<file path="src/rtl/dcache_miss_handler_pkg.sv">
// Shared types for the data-cache miss handler: the word type and the
// responder FSM state encoding.
package cpu_types_pkg;

  localparam int WORD_W = 32;

  typedef logic [WORD_W-1:0] word_t;

  typedef enum logic [1:0] {
    IDLE  = 2'd0,
    READ  = 2'd1,
    WRITE = 2'd2,
    RESP  = 2'd3
  } dmh_state_t;

endpackage

</file>
<file path="src/rtl/dcache_miss_handler_if.sv">
// Bundle between the data store / RAM port and the miss handler.
// Handshake: dmissREN and ddirtyWEN are held with stable address/data until
// served (dwait low for one cycle) or accepted (full low at the edge); a RAM
// access holds its strobe and payload until the edge where ramwait is low.
interface dcache_miss_handler_if;
  import cpu_types_pkg::*;

  logic  dmissREN;
  word_t rdaddr;
  logic  ddirtyWEN;
  word_t ddirtyaddr;
  word_t ddirtydata;
  logic  halt;
  logic  dwait;
  word_t dload;
  logic  full;
  logic  flushed;
  logic  ramREN;
  logic  ramWEN;
  word_t ramaddr;
  word_t ramstore;
  word_t ramload;
  logic  ramwait;

  modport master (
    output dmissREN, rdaddr, ddirtyWEN, ddirtyaddr, ddirtydata, halt,
    output ramload, ramwait,
    input  dwait, dload, full, flushed, ramREN, ramWEN, ramaddr, ramstore
  );

  modport slave (
    input  dmissREN, rdaddr, ddirtyWEN, ddirtyaddr, ddirtydata, halt,
    input  ramload, ramwait,
    output dwait, dload, full, flushed, ramREN, ramWEN, ramaddr, ramstore
  );

endinterface

</file>
<file path="src/rtl/dcache_miss_handler_wb_buffer.sv">
// Circular write-back buffer of dirty words with a youngest-match lookup that
// also sees the push being accepted this cycle.
module dirty_wb_buffer
  import cpu_types_pkg::*;
#(
  parameter int DEPTH = 4,
  localparam int PW = $clog2(DEPTH),
  localparam int CW = PW + 1
) (
  input  logic          i_clk,
  input  logic          i_rst,
  input  logic          i_push,
  input  word_t         i_push_addr,
  input  word_t         i_push_data,
  input  logic          i_pop,
  input  word_t         i_lookup_addr,
  output logic          o_full,
  output logic          o_empty,
  output logic [CW-1:0] o_count,
  output word_t         o_head_addr,
  output word_t         o_head_data,
  output logic          o_match,
  output word_t         o_match_data
);

  word_t         r_addr [DEPTH];
  word_t         r_data [DEPTH];
  logic [PW-1:0] r_wr_ptr;
  logic [PW-1:0] r_rd_ptr;
  logic [CW-1:0] r_count;
  logic [CW-1:0] w_count_nxt;
  logic          r_full;
  logic          w_push;
  logic          w_pop;

  assign w_push = i_push && !r_full;
  assign w_pop  = i_pop && (r_count != '0);

  always_comb begin
    w_count_nxt = r_count;
    if (w_push && !w_pop) begin
      w_count_nxt = r_count + CW'(1);
    end else if (!w_push && w_pop) begin
      w_count_nxt = r_count - CW'(1);
    end
  end

  always_ff @(posedge i_clk) begin
    if (i_rst) begin
      r_wr_ptr <= '0;
      r_rd_ptr <= '0;
      r_count  <= '0;
      r_full   <= 1'b0;
    end else begin
      if (w_push) begin
        r_addr[r_wr_ptr] <= i_push_addr;
        r_data[r_wr_ptr] <= i_push_data;
        r_wr_ptr         <= r_wr_ptr + PW'(1);
      end
      if (w_pop) begin
        r_rd_ptr <= r_rd_ptr + PW'(1);
      end
      r_count <= w_count_nxt;
      r_full  <= (w_count_nxt == CW'(DEPTH));
    end
  end

  // Walk oldest to youngest so the last hit wins; the incoming push is youngest.
  always_comb begin
    logic [PW-1:0] idx;
    idx          = '0;
    o_match      = 1'b0;
    o_match_data = '0;
    for (int i = 0; i < DEPTH; i++) begin
      idx = r_rd_ptr + PW'(i);
      if ((CW'(i) < r_count) && (r_addr[idx] == i_lookup_addr)) begin
        o_match      = 1'b1;
        o_match_data = r_data[idx];
      end
    end
    if (w_push && (i_push_addr == i_lookup_addr)) begin
      o_match      = 1'b1;
      o_match_data = i_push_data;
    end
  end

  assign o_full      = r_full;
  assign o_empty     = (r_count == '0);
  assign o_count     = r_count;
  assign o_head_addr = r_addr[r_rd_ptr];
  assign o_head_data = r_data[r_rd_ptr];

endmodule

</file>
<file path="src/rtl/dcache_miss_handler.sv">
// Memory-side responder: serves miss reads (forwarding from the write-back
// buffer when possible) and drains buffered dirty words to RAM in order.
module dcache_miss_handler
  import cpu_types_pkg::*;
#(
  parameter int DEPTH = 4,
  localparam int CW = $clog2(DEPTH) + 1
) (
  input  logic                  CLK,
  input  logic                  RST,
  dcache_miss_handler_if.slave  bus,
  output dmh_state_t            o_dbg_state,
  output logic [CW-1:0]         o_dbg_count
);

  dmh_state_t    r_state;
  logic          r_dwait;
  word_t         r_dload;
  logic          r_flushed;
  logic          r_ramREN;
  logic          r_ramWEN;
  word_t         r_ramaddr;
  word_t         r_ramstore;

  logic          w_full;
  logic          w_empty;
  logic [CW-1:0] w_count;
  word_t         w_head_addr;
  word_t         w_head_data;
  logic          w_match;
  word_t         w_match_data;
  logic          w_pop;

  assign w_pop = (r_state == WRITE) && !bus.ramwait;

  dirty_wb_buffer #(.DEPTH(DEPTH)) u_wb_buffer (
    .i_clk         (CLK),
    .i_rst         (RST),
    .i_push        (bus.ddirtyWEN),
    .i_push_addr   (bus.ddirtyaddr),
    .i_push_data   (bus.ddirtydata),
    .i_pop         (w_pop),
    .i_lookup_addr (bus.rdaddr),
    .o_full        (w_full),
    .o_empty       (w_empty),
    .o_count       (w_count),
    .o_head_addr   (w_head_addr),
    .o_head_data   (w_head_data),
    .o_match       (w_match),
    .o_match_data  (w_match_data)
  );

  always_ff @(posedge CLK) begin
    if (RST) begin
      r_state    <= IDLE;
      r_dwait    <= 1'b1;
      r_dload    <= '0;
      r_flushed  <= 1'b0;
      r_ramREN   <= 1'b0;
      r_ramWEN   <= 1'b0;
      r_ramaddr  <= '0;
      r_ramstore <= '0;
    end else begin
      if (bus.halt && w_empty && (r_state == IDLE) && !bus.dmissREN) begin
        r_flushed <= 1'b1;
      end
      unique case (r_state)
        IDLE: begin
          if (bus.dmissREN && w_match) begin
            r_dload <= w_match_data;
            r_dwait <= 1'b0;
            r_state <= RESP;
          end else if (bus.dmissREN) begin
            r_ramREN  <= 1'b1;
            r_ramaddr <= bus.rdaddr;
            r_state   <= READ;
          end else if (!w_empty) begin
            r_ramWEN   <= 1'b1;
            r_ramaddr  <= w_head_addr;
            r_ramstore <= w_head_data;
            r_state    <= WRITE;
          end
        end
        READ: begin
          if (!bus.ramwait) begin
            r_dload  <= bus.ramload;
            r_ramREN <= 1'b0;
            r_dwait  <= 1'b0;
            r_state  <= RESP;
          end
        end
        // Writes always run to completion; a pending miss is picked up in IDLE.
        WRITE: begin
          if (!bus.ramwait) begin
            r_ramWEN <= 1'b0;
            r_state  <= IDLE;
          end
        end
        RESP: begin
          r_dwait <= 1'b1;
          r_state <= IDLE;
        end
        default: r_state <= IDLE;
      endcase
    end
  end

  assign bus.dwait    = r_dwait;
  assign bus.dload    = r_dload;
  assign bus.full     = w_full;
  assign bus.flushed  = r_flushed;
  assign bus.ramREN   = r_ramREN;
  assign bus.ramWEN   = r_ramWEN;
  assign bus.ramaddr  = r_ramaddr;
  assign bus.ramstore = r_ramstore;

  assign o_dbg_state = r_state;
  assign o_dbg_count = w_count;

endmodule

</file>
<file path="src/flat_wrapper.sv">
// flat-port wrapper written by rule: the top's interface ports become plain ports
module dcache_miss_handler_flat import cpu_types_pkg::*;
#(
  parameter int DEPTH = 4,
  localparam int CW = $clog2(DEPTH) + 1
)
  (CLK, RST, o_dbg_state, o_dbg_count, bus_dmissREN, bus_rdaddr, bus_ddirtyWEN, bus_ddirtyaddr, bus_ddirtydata, bus_halt, bus_ramload, bus_ramwait, bus_dwait, bus_dload, bus_full, bus_flushed, bus_ramREN, bus_ramWEN, bus_ramaddr, bus_ramstore);
  dcache_miss_handler_if bus_i ();
  input  logic CLK;
  input  logic RST;
  output dmh_state_t o_dbg_state;
  output logic [CW-1:0] o_dbg_count;
  input wire logic [$bits(bus_i.dmissREN)-1:0] bus_dmissREN;
  input wire logic [$bits(bus_i.rdaddr)-1:0] bus_rdaddr;
  input wire logic [$bits(bus_i.ddirtyWEN)-1:0] bus_ddirtyWEN;
  input wire logic [$bits(bus_i.ddirtyaddr)-1:0] bus_ddirtyaddr;
  input wire logic [$bits(bus_i.ddirtydata)-1:0] bus_ddirtydata;
  input wire logic [$bits(bus_i.halt)-1:0] bus_halt;
  input wire logic [$bits(bus_i.ramload)-1:0] bus_ramload;
  input wire logic [$bits(bus_i.ramwait)-1:0] bus_ramwait;
  output wire logic [$bits(bus_i.dwait)-1:0] bus_dwait;
  output wire logic [$bits(bus_i.dload)-1:0] bus_dload;
  output wire logic [$bits(bus_i.full)-1:0] bus_full;
  output wire logic [$bits(bus_i.flushed)-1:0] bus_flushed;
  output wire logic [$bits(bus_i.ramREN)-1:0] bus_ramREN;
  output wire logic [$bits(bus_i.ramWEN)-1:0] bus_ramWEN;
  output wire logic [$bits(bus_i.ramaddr)-1:0] bus_ramaddr;
  output wire logic [$bits(bus_i.ramstore)-1:0] bus_ramstore;
  assign bus_i.dmissREN = bus_dmissREN;
  assign bus_i.rdaddr = bus_rdaddr;
  assign bus_i.ddirtyWEN = bus_ddirtyWEN;
  assign bus_i.ddirtyaddr = bus_ddirtyaddr;
  assign bus_i.ddirtydata = bus_ddirtydata;
  assign bus_i.halt = bus_halt;
  assign bus_i.ramload = bus_ramload;
  assign bus_i.ramwait = bus_ramwait;
  assign bus_dwait = bus_i.dwait;
  assign bus_dload = bus_i.dload;
  assign bus_full = bus_i.full;
  assign bus_flushed = bus_i.flushed;
  assign bus_ramREN = bus_i.ramREN;
  assign bus_ramWEN = bus_i.ramWEN;
  assign bus_ramaddr = bus_i.ramaddr;
  assign bus_ramstore = bus_i.ramstore;
  dcache_miss_handler #(.DEPTH(DEPTH)) u_core (.CLK(CLK), .RST(RST), .bus(bus_i), .o_dbg_state(o_dbg_state), .o_dbg_count(o_dbg_count));
endmodule
</file>
<file path="config.mk">
export PLATFORM = sky130hd
export DESIGN_NAME = dcache_miss_handler_flat
export DESIGN_NICKNAME = d
export VERILOG_FILES = /design/src/rtl/dcache_miss_handler_pkg.sv /design/src/rtl/dcache_miss_handler_if.sv /design/src/rtl/dcache_miss_handler_wb_buffer.sv /design/src/rtl/dcache_miss_handler.sv /design/src/flat_wrapper.sv
export SDC_FILE = /design/constraint.sdc
export NUM_CORES = 1
export LEC_CHECK = 0
export ABC_CLOCK_PERIOD_IN_PS = 5600
export CAP_MARGIN = 40
export CELL_PAD_IN_SITES_DETAIL_PLACEMENT = 0
export CELL_PAD_IN_SITES_GLOBAL_PLACEMENT = 1
export CORE_ASPECT_RATIO = 0.8
export CORE_MARGIN = 4
export CORE_UTILIZATION = 30
export CTS_CLUSTER_SIZE = 30
export DETAILED_ROUTE_END_ITERATION = 12
export PLACE_DENSITY = 0.69
export SETUP_SLACK_MARGIN = 0.15
export SYNTH_ARGS = -nofsm -noshare
export SYNTH_HDL_FRONTEND = slang
export SYNTH_SLANG_ARGS = --single-unit
</file>
<file path="constraint.sdc">
create_clock -name CLK -period 5.6 [get_ports CLK]
set_clock_uncertainty 0.05 [all_clocks]
set_input_delay 0.84 -clock CLK [delete_from_list [all_inputs] [get_ports CLK]]
set_output_delay 0.84 -clock CLK [all_outputs]
set_load 0.005 [all_outputs]
</file>
==> impl_summary.txt, run 1 <==
----------------------------------------------------
[Timing]
  Transition time at the pin with the least slew margin ... about 0.87 ns
  Final count of hold timing violations ... 0
  Total negative slack for setup checks ... 0 ns
  Max-slew violation count ... 0
  Slew Limit Headroom ... 0.4120
  Final number of setup-violating endpoints ... 0
  Setup repair after global routing missed its margin ... no
  Worst path setup slack after routing ... 0.8648 ns
  Max Clk Rate ... 0.2112 GHz
  Final min period ... roughly 4.7 ns
  Post-route clock period utilization ... 0.8456

[Power]
  Internal power ... between 5 and 6 mW
  Leakage power total ... 8.838 nW
  Sequential group share of total power ... 0.415
  Ratio of total power to cell area ... about 270 nW/µm²
  NetSw ... between 2 and 2.5 mW
  Clock group share of total power ... 0.390
  Net switching share of the total power ... 0.2853
  Share of power burned in combinational logic ... 0.195
  Peak supply drop ... roughly 0.19 mV

[Clocking]
  Clock sink count ... about 370
  Number of levels in the clock H-tree ... 2
  Hold-fix buffers at CTS ... 0
  Maximum clock path buffer count ... 3
  Clock latency on the worst-skew pair ... approximately 0.6 ns
  Post-cts repair resize count ... 0
  Inserted Clock Buffers ... 44
  Clock tree from TritonCTS ... done
  Clock-pin slew on the worst setup and hold paths ... approximately 0.060 ns
  Number of setup buffers added after CTS ... 0
  Root buf cell ... clkbuf_16

[Worst hold path]
  Type of the tightest min-delay check ... reg2reg

[Final layout]
  Combined area of the multi-input logic cells ... 12400 µm²
  Filler Cell Count ... around 7500
  Share of post-route cells with drive strength above 1 ... 0.1435
  Sequential cell area ... 9945 µm²
  Layout area overhead ... 21.36%
  Fin util ... 0.3704
  Count of nets after finishing ... 2391

[Placed design]
  Port Buffer Count ... ~240
  Placed wire-length estimate ... between 60 and 70 mm
  Minimum setup slack after placement ... 0.6817 ns
  Final RePlAce weighted congestion ... roughly 0.93

[Synth]
  Most used flip-flop cell after synthesis ... edfxtp_1
  Area of the mapped netlist ... ~23000 µm²
  Most frequent cells after synthesis ... 256 x edfxtp_1, 210 x nand2_1, 155 x mux2i_1
  Library cell with the largest summed area after synthesis ... edfxtp_1
  Number of library cell types mapped by synthesis ... between 60 and 70
  Most repeated cell in the gate-level netlist after synthesis ... edfxtp_1
  Synthesized area per cell ... ~11 µm²
  Number of warnings reported in the yosys synthesis log ... 0
  Sequential-to-total area share from yosys stat ... 0.4274
  Area share of the leading cell type in the synthesized netlist ... 0.3309
  Top cells by area in the synthesized netlist ... edfxtp_1 33%, mux4_2 12%, dfxtp_1 9.7%, mux2i_1 6.7%, xnor2_1 5.3%
  Number of enable flip-flop cells after synthesis ... around 260
  Fraction of registers with async set/reset ... 0
  Syn nets ... roughly 2200
  Synthesized flop and latch total ... approximately 370
  Number of instances in the synthesized netlist ... 2107

[Route]
  Vias per std cell ... around 5.7
  Detailed-route wire length ... about 88 mm
  Detailed-route wire length per cell ... roughly 27 µm
  DRT Pass-1 Iters ... 7
  DRC viols ... 0
  Count of routing violations after the opening detailed-route iteration ... 1883
  Remaining number of nets flagged by the antenna check after routing ... 0
  Overall via count from detail_route ... between 15000 and 20000

[Worst setup path]
  Startpoint kind of the worst setup timing path ... register
  Largest driver fanout on the critical path ... 44
  Required time at the endpoint of the critical path ... ~6.0 ns
  CP endpoint kind ... register
  Critical setup path kind ... reg2reg
  Data arrival time of the critical path ... around 5.2 ns

[GRT]
  Antenna violations before repair ... 9
  Global routing usage summed across all routing layers ... 0.2058
  GR Overflow Total ... 0
  Largest net degree at the start of global routing ... between 60 and 70
  Wire length of the first global-routing pass ... between 100 and 150 mm
  Vias in the first global route ... 18501

[Outcome]
  Outcome ... finished, final reports clean

[Floorplanning]
  Die Height ... about 260 µm
  Die area ... 81980 µm²
  Starting density of the core ... 0.3052
  Area of the core region ... 76120 µm²
  Die Width ... between 300 and 400 µm
  I/O pins ... between 200 and 250
  Placement Rows ... 90

[Job]
  Max-capacitance violation count ... 0

----------------------------------------------------
[sequential cells by signal, indices dropped and copies added, names as in the netlist, 2 cells and up, named ones only]
signal                       count
u_core.u_wb_buffer.o_count       3
u_core.o_dbg_state               2
u_core.u_wb_buffer.r_data      128
u_core.bus.ramstore             32
u_core.u_wb_buffer.r_wr_ptr      2
u_core.u_wb_buffer.r_addr      128
u_core.u_wb_buffer.r_rd_ptr      2
u_core.bus.dload                32
u_core.bus.ramaddr              32
[final timing paths]
check	from	slack, ns	cells after the start	to
max	u_core.u_wb_buffer.r_rd_ptr[1]$_SDFFE_PP0P_	0.86	12	u_core.bus.ramaddr[17]$_SDFFE_PP0P_
min	u_core.bus.ramstore[11]$_SDFFE_PP0P_	0.40	2	u_core.bus.ramstore[11]$_SDFFE_PP0P_
max reg2reg	u_core.u_wb_buffer.r_rd_ptr[1]$_SDFFE_PP0P_	0.86	12	u_core.bus.ramaddr[17]$_SDFFE_PP0P_
min reg2reg	u_core.bus.ramstore[11]$_SDFFE_PP0P_	0.40	2	u_core.bus.ramstore[11]$_SDFFE_PP0P_
[cells in the final DEF (no fill, tap or decap), types with 7 or more instances in the layout]
cell type and count:
nand2b_1 41, xor2_1 16, a32o_1 32, mux2_2 42
dfxtp_1 108, ha_1 8, nand2_1 210, clkdlybuf4s50_1 237
inv_1 11, nand3_1 42, nor4_1 10, o21ai_0 80
nand4_1 66, clkbuf_8 7, a311oi_1 22, clkbuf_1 11
mux2i_1 155, clkbuf_16 45, mux4_2 123, o31a_1 32
a31oi_1 35, edfxtp_1 256, o22ai_1 7, a21oi_1 104
a211oi_1 32, nor3_1 39, o211a_1 33, nor2_1 62
a22oi_1 34, buf_4 56, xnor2_1 141, and2_1 33
buf_12 9, nor2b_1 40
[cell type report]
type | instances | share of cell area
multi-input combinational | 1517 | 0.4396
sequential | 368 | 0.3527
timing repair buffer | 305 | 0.1076
tap | 1012 | 0.04491
clock buffer | 63 | 0.04482
clock inverter | 19 | 0.008165
inverter | 13 | 0.001819
antenna | 4 | 0.0003550
[power groups by stage]
stage,Combinational [mW],Sequential [mW],Clock [mW]
finish,1.49,3.18,2.99
global route,1.60,3.19,3.17
CTS,1.49,3.18,3.06
detailed placement,1.48,3.23,0
global placement,1.47,3.22,0
floorplan,0.838,3.19,0
[per-layer routing]
metal | up-vias | part of all wire | global-route usage
met3 | 114 | 0.087 | 0.04148
met2 | 843 | 0.45 | 0.3253
met4 | 10 | 0.020 | 0.04995
li1 | 8393 | - | -
met1 | 9531 | 0.44 | 0.2905
met5 | - | 0.00063 | 0
[critical path, cell delays in order (launching register included)]
cell and delay (ns):
dfxtp_4 0.84, buf_4 0.28, mux4_2 0.51, xnor2_1 0.34, nand4_1 0.14, or3_1 0.33
nor4_1 0.59, a211oi_4 0.16, buf_4 0.33, and3_1 0.25, or2_1 0.21, buf_4 0.25
a311oi_1 0.28
[per-stage QoR]
stage                     std cells  power [mW]  hold WS, ns  cell area (µm²)
final                          3301       7.653       0.4023            28190
after global routing           3299       7.961       0.4261            28190
after CTS                      3297       7.721       0.4051            28180
after detailed placement       3215       4.714       0.3968            26690
after global placement         3211       4.694       0.3946            26600
after floorplan                2107       4.029       0.4027            23230
[logic make-up after synthesis]
family,after synthesis,synth area share
simple gates,581,0.1245
compound gates,451,0.1368
flops,368,0.4274
mux,320,0.2064
buf+inv,222,0.04136
xor+xnor,157,0.05919
fa+ha+maj,8,0.004309
Power figures use the tool's default switching activity.
==> run 2: changes to the inputs <==
--- a/config.mk
+++ b/config.mk
@@ -5,7 +5,7 @@
 export SDC_FILE = /design/constraint.sdc
 export NUM_CORES = 1
 export LEC_CHECK = 0
-export ABC_CLOCK_PERIOD_IN_PS = 5600
+export ABC_CLOCK_PERIOD_IN_PS = 4800
 export CAP_MARGIN = 40
 export CELL_PAD_IN_SITES_DETAIL_PLACEMENT = 0
 export CELL_PAD_IN_SITES_GLOBAL_PLACEMENT = 1
==> constraint.sdc (replaced) <==
create_clock -name CLK -period 4.8 [get_ports CLK]
set_clock_uncertainty 0.05 [all_clocks]
set_input_delay 0.72 -clock CLK [delete_from_list [all_inputs] [get_ports CLK]]
set_output_delay 0.72 -clock CLK [all_outputs]
set_load 0.005 [all_outputs]
==> run 2 against run 1 <==
Against the previous run: die area unchanged; critical endpoint is now u_core.bus.dload[29]$_SDFFE_PP0P_; maximum frequency is 8.4% higher; largest power group unchanged; combinational power is 18% higher; largest cell class unchanged; core utilization is 0.22 points higher; highest routed layer unchanged; routed wire length is 0.64% higher; final area is 0.59% higher; register-to-register slack got worse by 0.43 ns.
==> impl_summary.txt, run 2 (synthesis gave the netlist of run 1 again) <==
----------------------------------------------------
[Clocking]
  Number of levels in the clock H-tree ... 2 (unchanged)
  Root buf cell ... clkbuf_16
  Clock latency on the worst-skew pair ... 0.61 ns (+0.02 ns)
  Inserted Clock Buffers ... 45 (+2.3%)
  Post-cts repair resize count ... 0 (unchanged)
  Hold-fix buffers at CTS ... 0 (unchanged)
  Maximum clock path buffer count ... 3 (unchanged)
  Number of setup buffers added after CTS ... 0 (unchanged)
  Clock sink count ... 368 (unchanged)
  Clock-pin slew on the worst setup and hold paths ... 0.06 ns (about the same)
  Clock tree from TritonCTS ... done

[Route]
  Remaining number of nets flagged by the antenna check after routing ... 0 (unchanged)
  Overall via count from detail_route ... 19045 (+0.82%)
  Vias per std cell ... 5.742 (+0.33%)
  Detailed-route wire length ... 88.42 mm (+0.64%)
  Count of routing violations after the opening detailed-route iteration ... 2030 (+7.8%)
  DRC viols ... 0 (unchanged)
  DRT Pass-1 Iters ... 5 (-2)
  Detailed-route wire length per cell ... 26.66 µm (+0.15%)

[Worst setup path]
  Worst stage delay on the critical path ... 0.65 ns (-0.19 ns)
  Slowest-stage cell, CP ... dfxtp_4
  List of cells traversed by the critical path ... buf_4 -> mux2_2 -> a221oi_1 -> o2111ai_1 -> or4_1 -> nor4_4 -> nor2b_1 -> a21boi_0 -> or2_2 -> buf_12 -> a32o_1
  Startpoint kind of the worst setup timing path ... register
  Critical setup path kind ... reg2reg
  Largest driver fanout on the critical path ... 32 (-27%)
  Bufs and invs on worst path ... 2 (-1)
  Data arrival time of the critical path ... 4.84 ns (-0.32 ns)
  Delay-heaviest family, CP ... simple AND/OR/NAND/NOR gates
  Required time at the endpoint of the critical path ... 5.27 ns (-0.76 ns)
  CP endpoint kind ... register

[Timing]
  Final min period ... 4.370 ns (-0.3651 ns)
  Final number of setup-violating endpoints ... 0 (unchanged)
  Hold Slack ... 0.4017 ns (-0.0005810 ns)
  Transition time at the pin with the least slew margin ... 0.8631 ns (-0.006708 ns)
  Max-slew violation count ... 0 (unchanged)
  Total negative slack for setup checks ... 0 ns (unchanged)
  Setup repair after global routing missed its margin ... no
  Slew Limit Headroom ... 0.4082 (-0.003819)
  Post-route clock period utilization ... 0.9104 (+0.06487)
  Max Clk Rate ... 0.2288 GHz (+8.4%)
  Final count of hold timing violations ... 0 (unchanged)

[Floorplanning]
  Die Width ... 319.1 µm (unchanged)
  Starting density of the core ... 0.3052 (unchanged)
  Area of the core region ... 76120 µm² (unchanged)
  Die area ... 81980 µm² (unchanged)
  Die Height ... 256.9 µm (unchanged)
  I/O pins ... 240 (unchanged)
  Placement Rows ... 90 (unchanged)

[GRT]
  GR Overflow Total ... 0 (unchanged)
  Global routing usage summed across all routing layers ... 0.2072 (+0.001361)
  Antenna violations before repair ... 8 (-1)
  Largest net degree at the start of global routing ... 162 (+140%)
  Wire length of the first global-routing pass ... 128.9 mm (+0.79%)
  Vias in the first global route ... 18606 (+0.57%)

[Power]
  Ratio of total power to cell area ... 318.9 nW/µm² (+17%)
  Peak supply drop ... 0.2416 mV (+27%)
  Leakage power total ... 8.920 nW (+0.93%)
  Sum of internal, switching and leakage power ... 9.044 mW (+18%)

[Placed design]
  Placed wire-length estimate ... 60.68 mm (+0.28%)
  Final RePlAce weighted congestion ... 0.9547 (+2.6%)
  Port Buffer Count ... 239 (unchanged)

[Final layout]
  Most frequent cells in the layout ... 256 x edfxtp_1, 237 x clkdlybuf4s50_1, 210 x nand2_1
  Largest registers ... u_core.u_wb_buffer.r_addr: 128 flops, u_core.u_wb_buffer.r_data: 128 flops
  Count of nets after finishing ... 2407 (+0.67%)
  Layout area overhead ... 22.08%
  Share of post-route cells with drive strength above 1 ... 0.1481 (+0.004587)
  Fin util ... 0.3726 (+0.002203)
  Commonest non-fill, non-tap cell in the layout ... edfxtp_1

[Job]
  Max-capacitance violation count ... 0 (unchanged)

[Worst hold path]
  Type of the tightest min-delay check ... reg2reg

[Outcome]
  Outcome ... finished, final reports clean

----------------------------------------------------
-- run 2: layer usage --
metal,GRT usage,vias up,routed length [µm]
li1,-,8434,-
met1,0.2929,9632,39090
met2,0.3195,838,39210
met3,0.04738,133,7792
met4,0.05669,8,2279
met5,0,-,51
-- run 2: per-stage QoR --
step	std cells	setup WS, ns	cell area (µm²)
floorplan	2107	1.135	23230
global placement	3229	0.3494	26830
detailed placement	3230	0.2795	26840
CTS	3314	0.4669	28350
global route	3315	0.1598	28360
finish	3317	0.4299	28360
-- run 2: worst paths after layout --
path,start,end,slack [ns],cells after the start
min,u_core.bus.ramstore[31]$_SDFFE_PP0P_,u_core.bus.ramstore[31]$_SDFFE_PP0P_,0.40,2
max reg2reg,register,u_core.bus.dload[29]$_SDFFE_PP0P_,0.43,11
max,register,u_core.bus.dload[29]$_SDFFE_PP0P_,0.43,11
min reg2reg,u_core.bus.ramstore[31]$_SDFFE_PP0P_,u_core.bus.ramstore[31]$_SDFFE_PP0P_,0.40,2
-- run 2: final cells by class --
class	count	area, µm²
fillers	7489	47760
diodes	3	7.507
inverters	13	51.30
well taps	1012	1266
multi-input cells	1517	12400
clock inverters	28	341.6
flip-flops and latches	368	9945
repair buffers	320	3178
clock buffers	56	1177
-- run 2: worst register-to-register path, cell delays in order, from the launching register on --
cell and delay, ns:
dfxtp_4 0.65, buf_4 0.42, mux2_2 0.43, a221oi_1 0.49, o2111ai_1 0.18, or4_1 0.52
nor4_4 0.42, nor2b_1 0.14, a21boi_0 0.39, or2_2 0.21, buf_12 0.21, a32o_1 0.23
-- run 2: power breakdown --
part / leakage (nW) / internal, mW / switching (mW) / total (mW)
Combinational: 4.95 / 0.775 / 0.990 / 1.76
Clock: 0.729 / 2.12 / 1.45 / 3.57
Sequential: 3.24 / 3.56 / 0.142 / 3.71
Total: 8.92 / 6.46 / 2.58 / 9.04
